<file path="config.mk">
export PLATFORM = sky130hd
export DESIGN_NAME = fetch_unit
export DESIGN_NICKNAME = d
export VERILOG_FILES = /design/src/rtl/fetch_unit.sv
export SDC_FILE = /design/constraint.sdc
export NUM_CORES = 1
export LEC_CHECK = 0
export CAP_MARGIN = 20
export CELL_PAD_IN_SITES_DETAIL_PLACEMENT = 0
export CELL_PAD_IN_SITES_GLOBAL_PLACEMENT = 1
export CORE_MARGIN = 4
export CORE_UTILIZATION = 39
export CTS_CLUSTER_SIZE = 10
export DETAILED_ROUTE_END_ITERATION = 10
export PLACE_DENSITY = 0.87
export SETUP_SLACK_MARGIN = 0.05
export SYNTH_ARGS = -nofsm -noshare
export SYNTH_HDL_FRONTEND = slang
export SYNTH_SLANG_ARGS = --single-unit
</file>
<file path="constraint.sdc">
create_clock -name clk1 -period 6.71 [get_ports clk1]
set_clock_uncertainty 0.2 [all_clocks]
set_input_delay 1.342 -clock clk1 [delete_from_list [all_inputs] [get_ports clk1]]
set_output_delay 1.342 -clock clk1 [all_outputs]
set_load 0.05 [all_outputs]
</file>
<file path="src/rtl/fetch_unit.sv">
// Instruction fetch front end: issues sequential word fetches, pairs in-order
// responses with their PCs, buffers them for decode and flushes on redirect.
module fetch_unit #(
    parameter int addr_data_width = 32,
    parameter int FIFO_DEPTH      = 2
) (
    input  logic                       clk1,
    input  logic                       reset1,
    output logic                       imem_req,
    output logic [addr_data_width-1:0] imem_addr,
    input  logic                       imem_ready,
    input  logic                       imem_rvalid,
    input  logic [addr_data_width-1:0] imem_rdata,
    input  logic                       redirect_en,
    input  logic [addr_data_width-1:0] redirect_pc,
    output logic                       instr_valid,
    output logic [addr_data_width-1:0] instr_out,
    output logic [addr_data_width-1:0] instr_pc,
    input  logic                       instr_ready
);

    localparam int PW = $clog2(FIFO_DEPTH);
    localparam int CW = PW + 1;
    localparam logic [CW:0]                DEPTH_C = (CW+1)'(FIFO_DEPTH);
    localparam logic [CW-1:0]              ONE_C   = CW'(1);
    localparam logic [addr_data_width-1:0] PC_STEP = addr_data_width'(4);

    typedef enum logic {S_RUN, S_FLUSH} state_t;

    state_t r_state;
    state_t w_state_nxt;

    logic [addr_data_width-1:0] r_pc;
    logic [CW-1:0]              r_outst;
    logic [CW-1:0]              r_disc;
    logic [CW-1:0]              r_count;
    logic [PW-1:0]              r_wptr;
    logic [PW-1:0]              r_rptr;
    logic [PW-1:0]              r_pq_wptr;
    logic [PW-1:0]              r_pq_rptr;
    logic [addr_data_width-1:0] r_fifo_instr [FIFO_DEPTH];
    logic [addr_data_width-1:0] r_fifo_pc    [FIFO_DEPTH];
    logic [addr_data_width-1:0] r_pq         [FIFO_DEPTH];

    logic                       w_acc;
    logic                       w_keep;
    logic                       w_pop;
    logic [CW:0]                w_occ;
    logic [CW-1:0]              w_outst_nxt;
    logic [CW-1:0]              w_disc_nxt;
    logic [addr_data_width-1:0] w_redir_pc;
    logic                       w_unused;

    assign w_unused   = ^redirect_pc[1:0];
    assign w_redir_pc = {redirect_pc[addr_data_width-1:2], 2'b00};

    // Every in-flight fetch has a reserved FIFO slot, so a response can never overflow.
    assign w_occ    = {1'b0, r_outst} + {1'b0, r_count};
    assign imem_req = !reset1 && !redirect_en && (r_state == S_RUN) && (w_occ < DEPTH_C);
    assign imem_addr = r_pc;

    assign w_acc  = imem_req && imem_ready;
    assign w_keep = imem_rvalid && !redirect_en && (r_state == S_RUN);
    assign w_pop  = instr_valid && instr_ready && !redirect_en;

    assign instr_valid = (r_count != '0);
    assign instr_out   = r_fifo_instr[r_rptr];
    assign instr_pc    = r_fifo_pc[r_rptr];

    always_comb begin
        w_outst_nxt = r_outst;
        if (w_acc && !imem_rvalid)
            w_outst_nxt = r_outst + ONE_C;
        else if (!w_acc && imem_rvalid && (r_outst != '0))
            w_outst_nxt = r_outst - ONE_C;
    end

    // In FLUSH the discard count equals the outstanding count, so a second
    // redirect reloading it from the outstanding count cannot double count.
    always_comb begin
        w_state_nxt = r_state;
        w_disc_nxt  = r_disc;
        if (redirect_en) begin
            w_disc_nxt  = w_outst_nxt;
            w_state_nxt = (w_outst_nxt != '0) ? S_FLUSH : S_RUN;
        end else if (r_state == S_FLUSH) begin
            if (imem_rvalid && (r_disc != '0))
                w_disc_nxt = r_disc - ONE_C;
            if ((r_disc == '0) || (imem_rvalid && (r_disc == ONE_C)))
                w_state_nxt = S_RUN;
        end
    end

    always_ff @(posedge clk1) begin
        if (reset1)
            r_state <= S_RUN;
        else
            r_state <= w_state_nxt;
    end

    always_ff @(posedge clk1) begin
        if (reset1) begin
            r_pc    <= '0;
            r_outst <= '0;
            r_disc  <= '0;
        end else begin
            r_outst <= w_outst_nxt;
            r_disc  <= w_disc_nxt;
            if (redirect_en)
                r_pc <= w_redir_pc;
            else if (w_acc)
                r_pc <= r_pc + PC_STEP;
        end
    end

    always_ff @(posedge clk1) begin
        if (reset1) begin
            r_pq_wptr <= '0;
            r_pq_rptr <= '0;
            for (int i = 0; i < FIFO_DEPTH; i++)
                r_pq[i] <= '0;
        end else if (redirect_en) begin
            r_pq_wptr <= '0;
            r_pq_rptr <= '0;
        end else begin
            if (w_acc) begin
                r_pq[r_pq_wptr] <= r_pc;
                r_pq_wptr       <= r_pq_wptr + 1'b1;
            end
            if (w_keep)
                r_pq_rptr <= r_pq_rptr + 1'b1;
        end
    end

    always_ff @(posedge clk1) begin
        if (reset1) begin
            r_wptr  <= '0;
            r_rptr  <= '0;
            r_count <= '0;
            for (int i = 0; i < FIFO_DEPTH; i++) begin
                r_fifo_instr[i] <= '0;
                r_fifo_pc[i]    <= '0;
            end
        end else if (redirect_en) begin
            r_wptr  <= '0;
            r_rptr  <= '0;
            r_count <= '0;
        end else begin
            if (w_keep) begin
                r_fifo_instr[r_wptr] <= imem_rdata;
                r_fifo_pc[r_wptr]    <= r_pq[r_pq_rptr];
                r_wptr               <= r_wptr + 1'b1;
            end
            if (w_pop)
                r_rptr <= r_rptr + 1'b1;
            case ({w_keep, w_pop})
                2'b10:   r_count <= r_count + ONE_C;
                2'b01:   r_count <= r_count - ONE_C;
                default: r_count <= r_count;
            endcase
        end
    end

endmodule

</file>
# Yosys cells after proc, flatten, opt, wreduce, memory -nomap -nowiden
# Memories as Yosys holds them, arrays and structs flattened. A register that Yosys moved wholly into a read port is not among the register bits.
# Cells that the tools add are included.
# totals
elab_cells,98
mem_count,3
rom_bits,0
in_bits,70
out_inout_bits,98
ramBits,192
latch_bits,0
register_bits,43
# classes
bitwise,1
shifts,0
eq_ne,3
n_addsub,11
muxes,37
div_mod_pow,0
multipliers,0
reduce_logical,32
order_cmp,1
# mem_list
name,words,word_bits,rd,rd_ports_with_merged_regs,write_ports,line_no,source
r_fifo_instr,2,32,1,1,2,41,logic [addr_data_width-1:0] r_fifo_instr [FIFO_DEPTH];
r_fifo_pc,2,32,1,1,2,42,logic [addr_data_width-1:0] r_fifo_pc [FIFO_DEPTH];
r_pq,2,32,1,1,2,43,logic [addr_data_width-1:0] r_pq [FIFO_DEPTH];
# ops
op,count
2-to-1 mux 32 bit,5
OR reduction 32 bit,3
adder 32 x 3 -> 32 bit (second input constant),1
2-to-1 mux 1 bit,26
nonzero test 2 bit,8
logical AND 1 bit,13
2-to-1 mux 2 bit,5
subtractor 2 x 1 -> 2 bit (second input constant),3
adder 1 bit (second input constant),4
adder 2 x 1 -> 2 bit (second input constant),2
equality test 2 x 1 -> 1 bit (second input constant),2
zero test 1 bit,4
case mux 2 bit (2 select lines),1
adder 2 x 2 -> 3 bit,1
< comparator 3 x 2 -> 1 bit (second input constant),1
equality test 2 bit (second input constant),1
zero test 2 bit,1
AND reduction 2 bit,1
OR reduction 2 bit,1
logical OR 1 bit,1
inverter 1 bit,1

# Longest topological paths before layout
# Gate-level depths: netlist of run 1.
# logic_depth
depth_word,13
mapped_depth,9
depth_no_buf,7

# Least setup slack after synthesis of run 1
# Ideal clock, no wire load.
# synth_path
path_type,input to register
startpoint,in redirect_en
endpoint,"mem r_fifo_instr[0][0], enable pin"
arrival_time_ns,6.348
path_slack_ns,-0.406
stages,4
setup_ns,0.568
t_required_ns,5.942
path_buffers,1
path_cell_list,clkbuf_1 -> nor3b_2 -> inv_1 -> o21ai_0
# synth_rtl
element,line_no,source
start: declaration,14,"input logic redirect_en,"
end: declaration,41,

# Final worst setup path of run 1
# layout_path
startpoint,in reset1
endpoint,out imem_req
# layout_between
elab_chain_cells,4
# layout_rtl
element,line_no,source
start: declaration,8,"input logic reset1,"
zero test 1 bit,59,assign imem_req = !reset1 && !redirect_en && (r_state == S_RUN) && (w_occ < DEPTH_C);
logical AND 1 bit (3 in series),59,
end: declaration,9,"output logic imem_req,"
# No other way between the ends.

==> results of run 1 <==
-- sequential cells by signal, indices dropped and copies added (netlist names), 2 cells and up, named ones only --
register	flops
r_outst	2
r_fifo_instr	64
r_count	2
r_disc	2
r_pq	60
r_fifo_pc	60
imem_addr	30
-- worst paths after layout --
kind,start,endpoint,slack (ns),cells past startpoint
worst max-delay path,reset1,imem_req,1.77,4
worst min-delay path,r_rptr$_SDFFE_PP0P_,r_rptr$_SDFFE_PP0P_,0.31,2
worst max register to register,r_count[0]$_SDFFE_PP0P_,r_pq[1][15]$_SDFFCE_PN0P_,2.60,7
worst min register to register,r_rptr$_SDFFE_PP0P_,r_rptr$_SDFFE_PP0P_,0.31,2
-- layout by cell type (no fill, tap or decap), types with 14 or more instances in the layout --
| cell | instances |
|---|---|
| a21oi_1 | 18 |
| and2_1 | 98 |
| and3_1 | 38 |
| buf_4 | 15 |
| clkbuf_1 | 21 |
| clkbuf_16 | 27 |
| clkdlybuf4s50_1 | 161 |
| dfxtp_1 | 42 |
| edfxtp_1 | 184 |
| mux2_2 | 62 |
| mux2i_1 | 31 |
| nand2_1 | 29 |
| nand3_1 | 14 |
| nor2_1 | 86 |
| xnor2_1 | 21 |
-- cells by family (layout without fill, tap and decap cells) --
family          count (synthesis)  after routing
other cells                     1              4
compound gates                 71             71
flops                         227            227
fa+ha+maj                       6              6
mux                            93             93
xor+xnor                       24             24
simple gates                  316            316
buf+inv                        66            236
-- routing by layer --
layer,track usage,up-vias
li1,-,3220
met1,0.221,3174
met2,0.250,240
met3,0.0291,21
met4,0.0420,0
met5,0,-
-- worst max-delay path, delay by kind of cell --
family	cells	cell delay, ns
buffers and inverters	2	1.31
AND/OR/NAND/NOR	2	0.73
-- power by group through the flow --
stage / Sequential, mW / Clock [mW] / Combinational [mW]
2_1_floorplan: 1.70 / 0 / 0.277
3_3_place_gp: 1.67 / 0 / 0.478
3_5_place_dp: 1.68 / 0 / 0.481
4_1_cts: 1.65 / 1.29 / 0.484
5_1_grt: 1.66 / 1.35 / 0.514
6_report: 1.65 / 1.26 / 0.482
-- area by class of cell --
type / count / area, um^2 / area share
clock buffer: 48 / 754 / 0.0586
inverter: 11 / 41.3 / 0.00321
multi-input combinational: 514 / 3520 / 0.274
sequential: 227 / 6390 / 0.496
tap: 330 / 413 / 0.0321
timing repair buffer: 177 / 1750 / 0.136
-- metrics by stage --
step / setup WS [ns] / total power [mW] / util / hold WS [ns]
after floorplan: 1.27 / 1.98 / - / 0.272
after global placement: 1.79 / 2.15 / 0.476 / 0.299
after detailed placement: 1.80 / 2.16 / 0.476 / 0.301
after CTS: 1.78 / 3.43 / 0.506 / 0.316
after global routing: 1.68 / 3.52 / 0.507 / 0.341
final: 1.77 / 3.39 / 0.507 / 0.311
==> flow_metrics.tcl, run 1 <==
set metrics [dict create \
    outcome "complete, no violations" \
    synth.most_common_cell "edfxtp_1" \
    drt_first_iter_violations 531 \
    switchingPower_mw 0.863 \
    placedCellCount 1258 \
    fin_nets 1033 \
    rows 58 \
    cts_tree "built" \
    ys_ff_latch 227 \
    core_area_mm2 0.0254 \
    syn_avg_cell_area_um2 12.6 \
    fp.dieH_um 169 \
    mappedNetlistArea_mm2 0.0101 \
    synthXorXnorAreaFrac 0.0207 \
    synth_top_area_frac 0.545 \
    dr_wl_met2_mm 10.7 \
    synth_fa_ha_area_frac 0.00815 \
    synthMuxAreaShare 0.0995 \
    path_cells "clkdlybuf4s50_1, or2_2, nor4_1, clkdlybuf4s50_1" \
    via_per_inst 5.09 \
    power_frac_comb 0.142 \
    gp_congestion 0.791 \
    grt_pass1_wl_mm 36.5 \
    root_buffer "clkbuf_16" \
    remaining_drc_errors 0 \
    power_density_mw_per_mm2 264 \
    worstMarginPinSlew_ns 1.07 \
    n_antenna_cell 0 \
    final_cell_area_mm2 0.0129 \
    crit_path_end_kind "output port" \
    hold_viol_final 0 \
    syn_inst 804 \
    arrival_ns 3.39 \
    start_kind "primary input" \
    postCtsResizedCells 0 \
    synth_cell_types 54 \
    crit_top_cell "clkdlybuf4s50_1" \
    clock_latency_ns 0.52 \
    clkTransAtPathRegs_ns 0.05 \
    port_buffers 161 \
    start_util 0.399 \
    antenna_found_initial 0 \
    cts_setup_buffers 0 \
    peakVddDrop_uv 137 \
    drive_above_1_share 0.124 \
    ys_dominant_reg_cell "edfxtp_1" \
    cap_viol_max_count 0 \
    synth_largest_area_cell "edfxtp_1" \
    drt-total-wl_mm 23.0 \
    setup_viol 0 \
    area_growth_pct 26.9 \
    p_int_mw 2.53 \
    grt_max_degree 41 \
    slew_headroom 0.284 \
    async_reset_ff_frac 0 \
    io_pins 168 \
    worst_hold_path_type "reg2reg" \
    cp.required_ns 5.17 \
    slowest_stage "clkdlybuf4s50_1" \
    fill_cells 2222 \
    critPathMaxStageDelay_ns 0.87 \
    dr.pass1.iters 5 \
    pwr-share-clk 0.372 \
    overflow 0 \
    die_area_mm2 0.0286 \
    fin_crit_sh 0.736 \
    seqPwrFrac 0.486 \
    placed_area_mm2 0.0121 \
    routed.top_layer "met4" \
    place_hpwl_mm 15.3 \
    synth-warning-count 0 \
    post_drt_wl_per_cell_um 17.6 \
    synth_common_cells "edfxtp_1, and2_1, nor2_1, mux2_2" \
    fin_setup_tns_ns 0 \
    die_w_um 169 \
    crit_type "in2out" \
    yosys-top-cells-area "edfxtp_1, dfxtp_1, mux2_2" \
    synthSimpleGateAreaFrac 0.169 \
    fmax_ghz 0.203 \
    p_leak_nw 4.62 \
    cts_hold_buf 0 \
    grt_pass1_vias 6856 \
    switching_share 0.254 \
    rsz0062_at_grt "false" \
    cts_inserted_buffers 26 \
    grt_use_total 0.156 \
    post-route-min-period_ns 4.94 \
    synth-compound-area-share 0.0458 \
    htree_levels 1 \
    seq_area_frac_synth 0.630 \
    path_max_fanout 12 \
    synth_top_family_by_area "simple AND/OR/NAND/NOR gates" \
    vias 6655 \
    slew_violations 0 \
    final_cells 1307 \
    met1_length_mm 10.4 \
    clockBufferDepth 3 \
    synth_edf_count 184 \
    antenna_left 0 \
    wl_met3_mm 1.61 \
    clock-sinks 227 \
]
(Power assumes the default switching activity.)
==> run 2: changes to the inputs <==
--- a/config.mk
+++ b/config.mk
@@ -9,10 +9,10 @@
 export CELL_PAD_IN_SITES_DETAIL_PLACEMENT = 0
 export CELL_PAD_IN_SITES_GLOBAL_PLACEMENT = 1
 export CORE_MARGIN = 4
-export CORE_UTILIZATION = 39
+export CORE_UTILIZATION = 43
 export CTS_CLUSTER_SIZE = 10
 export DETAILED_ROUTE_END_ITERATION = 10
-export PLACE_DENSITY = 0.87
+export PLACE_DENSITY = 0.91
 export SETUP_SLACK_MARGIN = 0.05
 export SYNTH_ARGS = -nofsm -noshare
 export SYNTH_HDL_FRONTEND = slang
==> constraint.sdc (replaced) <==
create_clock -name clk1 -period 5.08 [get_ports clk1]
set_clock_uncertainty 0.2 [all_clocks]
set_input_delay 1.016 -clock clk1 [delete_from_list [all_inputs] [get_ports clk1]]
set_output_delay 1.016 -clock clk1 [all_outputs]
set_load 0.05 [all_outputs]
==> run 2 against run 1 <==
Against the previous run: die area shrank 8.9%; worst hold slack about the same; register-to-register slack got worse by 0.75 ns; global-route usage up 1.5 points; sequential power increased by 32%; combinational power increased by 34%; flip-flop and latch count is the same; utilization is 5.8 points higher; clock power increased by 38%; critical path type unchanged.
==> flow_metrics.tcl, run 2 (same netlist as run 1, synthesis figures left out) <==
set metrics [dict create \
    placed_area_mm2 0.0121 \
    switching_share 0.254 \
    cts_inserted_buffers 27 \
    htree_levels 1 \
    worst_hold_path_type "reg2reg" \
    post_drt_wl_per_cell_um 17.8 \
    cts_hold_buf 0 \
    crit_type "in2out" \
    vias 6739 \
    power_frac_comb 0.141 \
    fp.dieH_um 162 \
    slew_headroom 0.408 \
    cap_viol_max_count 0 \
    reg_top3 "r_fifo_instr (64), r_fifo_pc (60), r_pq (60)" \
    fin_nets 1038 \
    final_common_cell "edfxtp_1" \
    worstMarginPinSlew_ns 0.882 \
    path_cells "clkdlybuf4s50_1, or2_2, nor4_1, buf_12" \
    slew_violations 0 \
    gp_congestion 0.840 \
    arrival_ns 2.80 \
    clkTransAtPathRegs_ns 0.05 \
    drive_above_1_share 0.131 \
    post-route-min-period_ns 4.02 \
    overflow 0 \
    path_delay_family "simple AND/OR/NAND/NOR gates" \
    io_pins 168 \
    fin_crit_sh 0.791 \
    drt-total-wl_mm 23.0 \
    fin_setup_tns_ns 0 \
    largest-register "r_fifo_instr" \
    antenna_found_initial 0 \
    critPathMaxStageDelay_ns 0.54 \
    cts_setup_buffers 0 \
    root_buffer "clkbuf_16" \
    rows 55 \
    slowest_stage "clkdlybuf4s50_1" \
    fmax_ghz 0.249 \
    crit_buf_inv 2 \
    dr.pass1.iters 5 \
    place_ws_ns 1.09 \
    fill_cells 1903 \
    peakVddDrop_uv 210 \
    rr_startpoint "r_count[0]$_SDFFE_PP0P_" \
    start_util 0.442 \
    reg2regPathDepth 7 \
    port_buffers 161 \
    grt_pass1_wl_mm 36.3 \
    rsz0062_at_grt "false" \
    start_kind "primary input" \
    core_area_mm2 0.0229 \
    die_area_mm2 0.0261 \
    totalPowerFinal_mw 4.56 \
    p_int_mw 3.40 \
    area_growth_pct 27.7 \
    largest_register_ff_count 64 \
    hp-start "r_pq_rptr$_SDFFE_PP0P_" \
    hold_viol_final 0 \
    grt_pass1_vias 6708 \
    clockBufferDepth 3 \
    via_per_inst 5.20 \
    outcome "complete, no violations" \
    r2r_setup_slack_ns 1.85 \
    remaining_drc_errors 0 \
    postCtsResizedCells 0 \
    grt_use_total 0.171 \
    p_leak_nw 4.67 \
    seqPwrFrac 0.478 \
    path_max_fanout 12 \
    clock_latency_ns 0.52 \
    pwr-share-clk 0.381 \
    place_hpwl_mm 15.2 \
    worst_slack_ns 1.06 \
    min_delay_path_depth 2 \
    final_cell_area_mm2 0.0129 \
    antenna_left 0 \
    cp.required_ns 3.86 \
    n_antenna_cell 0 \
    crit_path_end_kind "output port" \
    r2r-end "r_pq[1][27]$_SDFFCE_PN0P_" \
    final_cell_mix "edfxtp_1, clkdlybuf4s50_1, and2_1, nor2_1, mux2_2" \
    clock-sinks 227 \
    drt_first_iter_violations 464 \
    die_w_um 162 \
    switchingPower_mw 1.16 \
    regArea_mm2 0.00639 \
    power_density_mw_per_mm2 352 \
    grt_max_degree 40 \
    cts_tree "built" \
    setup_viol 0 \
    multi_input_area_mm2 0.00352 \
]
-- run 2: cell count changes in the layout (fill, tap and decap cells not counted) --
cell	previous run	this run
nor2_1	86	87
clkbuf_16	27	28
buf_4	15	17
clkdlybuf4s50_1	161	160
clkbuf_8	0	1
buf_12	0	2
buf_8	0	1
nor2_2	1	0
inv_6	0	1
clkbuf_1	21	19
clkinv_2	0	1
-- run 2: tightest hold or removal path, stage by stage (launching register included) --
cell,delay [ns]
dfxtp_1,0.32
xnor2_1,0.09
nor2_1,0.08
-- run 2: how the worst max path moves through the flow --
| stage | start | end | slack (ns) | depth (start not counted) |
|---|---|---|---|---|
| 2_1_floorplan | redirect_en | r_pq[0][10]$_SDFFCE_PN0P_ | 0.46 | 6 |
| 3_3_place_gp | reset1 | imem_req | 1.06 | 4 |
| 3_5_place_dp | reset1 | imem_req | 1.09 | 4 |
| 4_1_cts | reset1 | imem_req | 1.06 | 4 |
| 5_1_grt | reset1 | imem_req | 0.99 | 4 |
| 6_report | reset1 | imem_req | 1.06 | 4 |
-- run 2: through the flow --
stage / hold WS [ns] / cells / util
floorplan: 0.272 / 807 / -
global placement: 0.286 / 1244 / 0.528
detailed placement: 0.305 / 1244 / 0.528
CTS: 0.311 / 1294 / 0.563
global route: 0.332 / 1296 / 0.565
finish: 0.311 / 1296 / 0.565
-- run 2: power groups by stage --
stage / Clock (mW) / Sequential [mW] / Combinational [mW]
2_1_floorplan: 0 / 2.25 / 0.366
3_3_place_gp: 0 / 2.21 / 0.630
3_5_place_dp: 0 / 2.22 / 0.635
4_1_cts: 1.77 / 2.18 / 0.639
5_1_grt: 1.86 / 2.19 / 0.684
6_report: 1.74 / 2.18 / 0.644
-- run 2: area by class of cell --
| cell class | count | share of cell area |
|---|---|---|
| Sequential cell | 227 | 0.493 |
| Multi-Input combinational cell | 514 | 0.272 |
| Timing Repair Buffer | 181 | 0.140 |
| Clock buffer | 48 | 0.0607 |
| Tap cell | 313 | 0.0302 |
| Inverter | 11 | 0.00319 |
| Clock inverter | 2 | 0.00106 |
-- run 2: layer usage --
layer,vias up,GRT usage,wire length (um)
met1,3252,0.245,10600
met3,31,0.0347,1630
met4,0,0.0376,381
li1,3232,-,-
met2,224,0.271,10400
met5,-,0,0
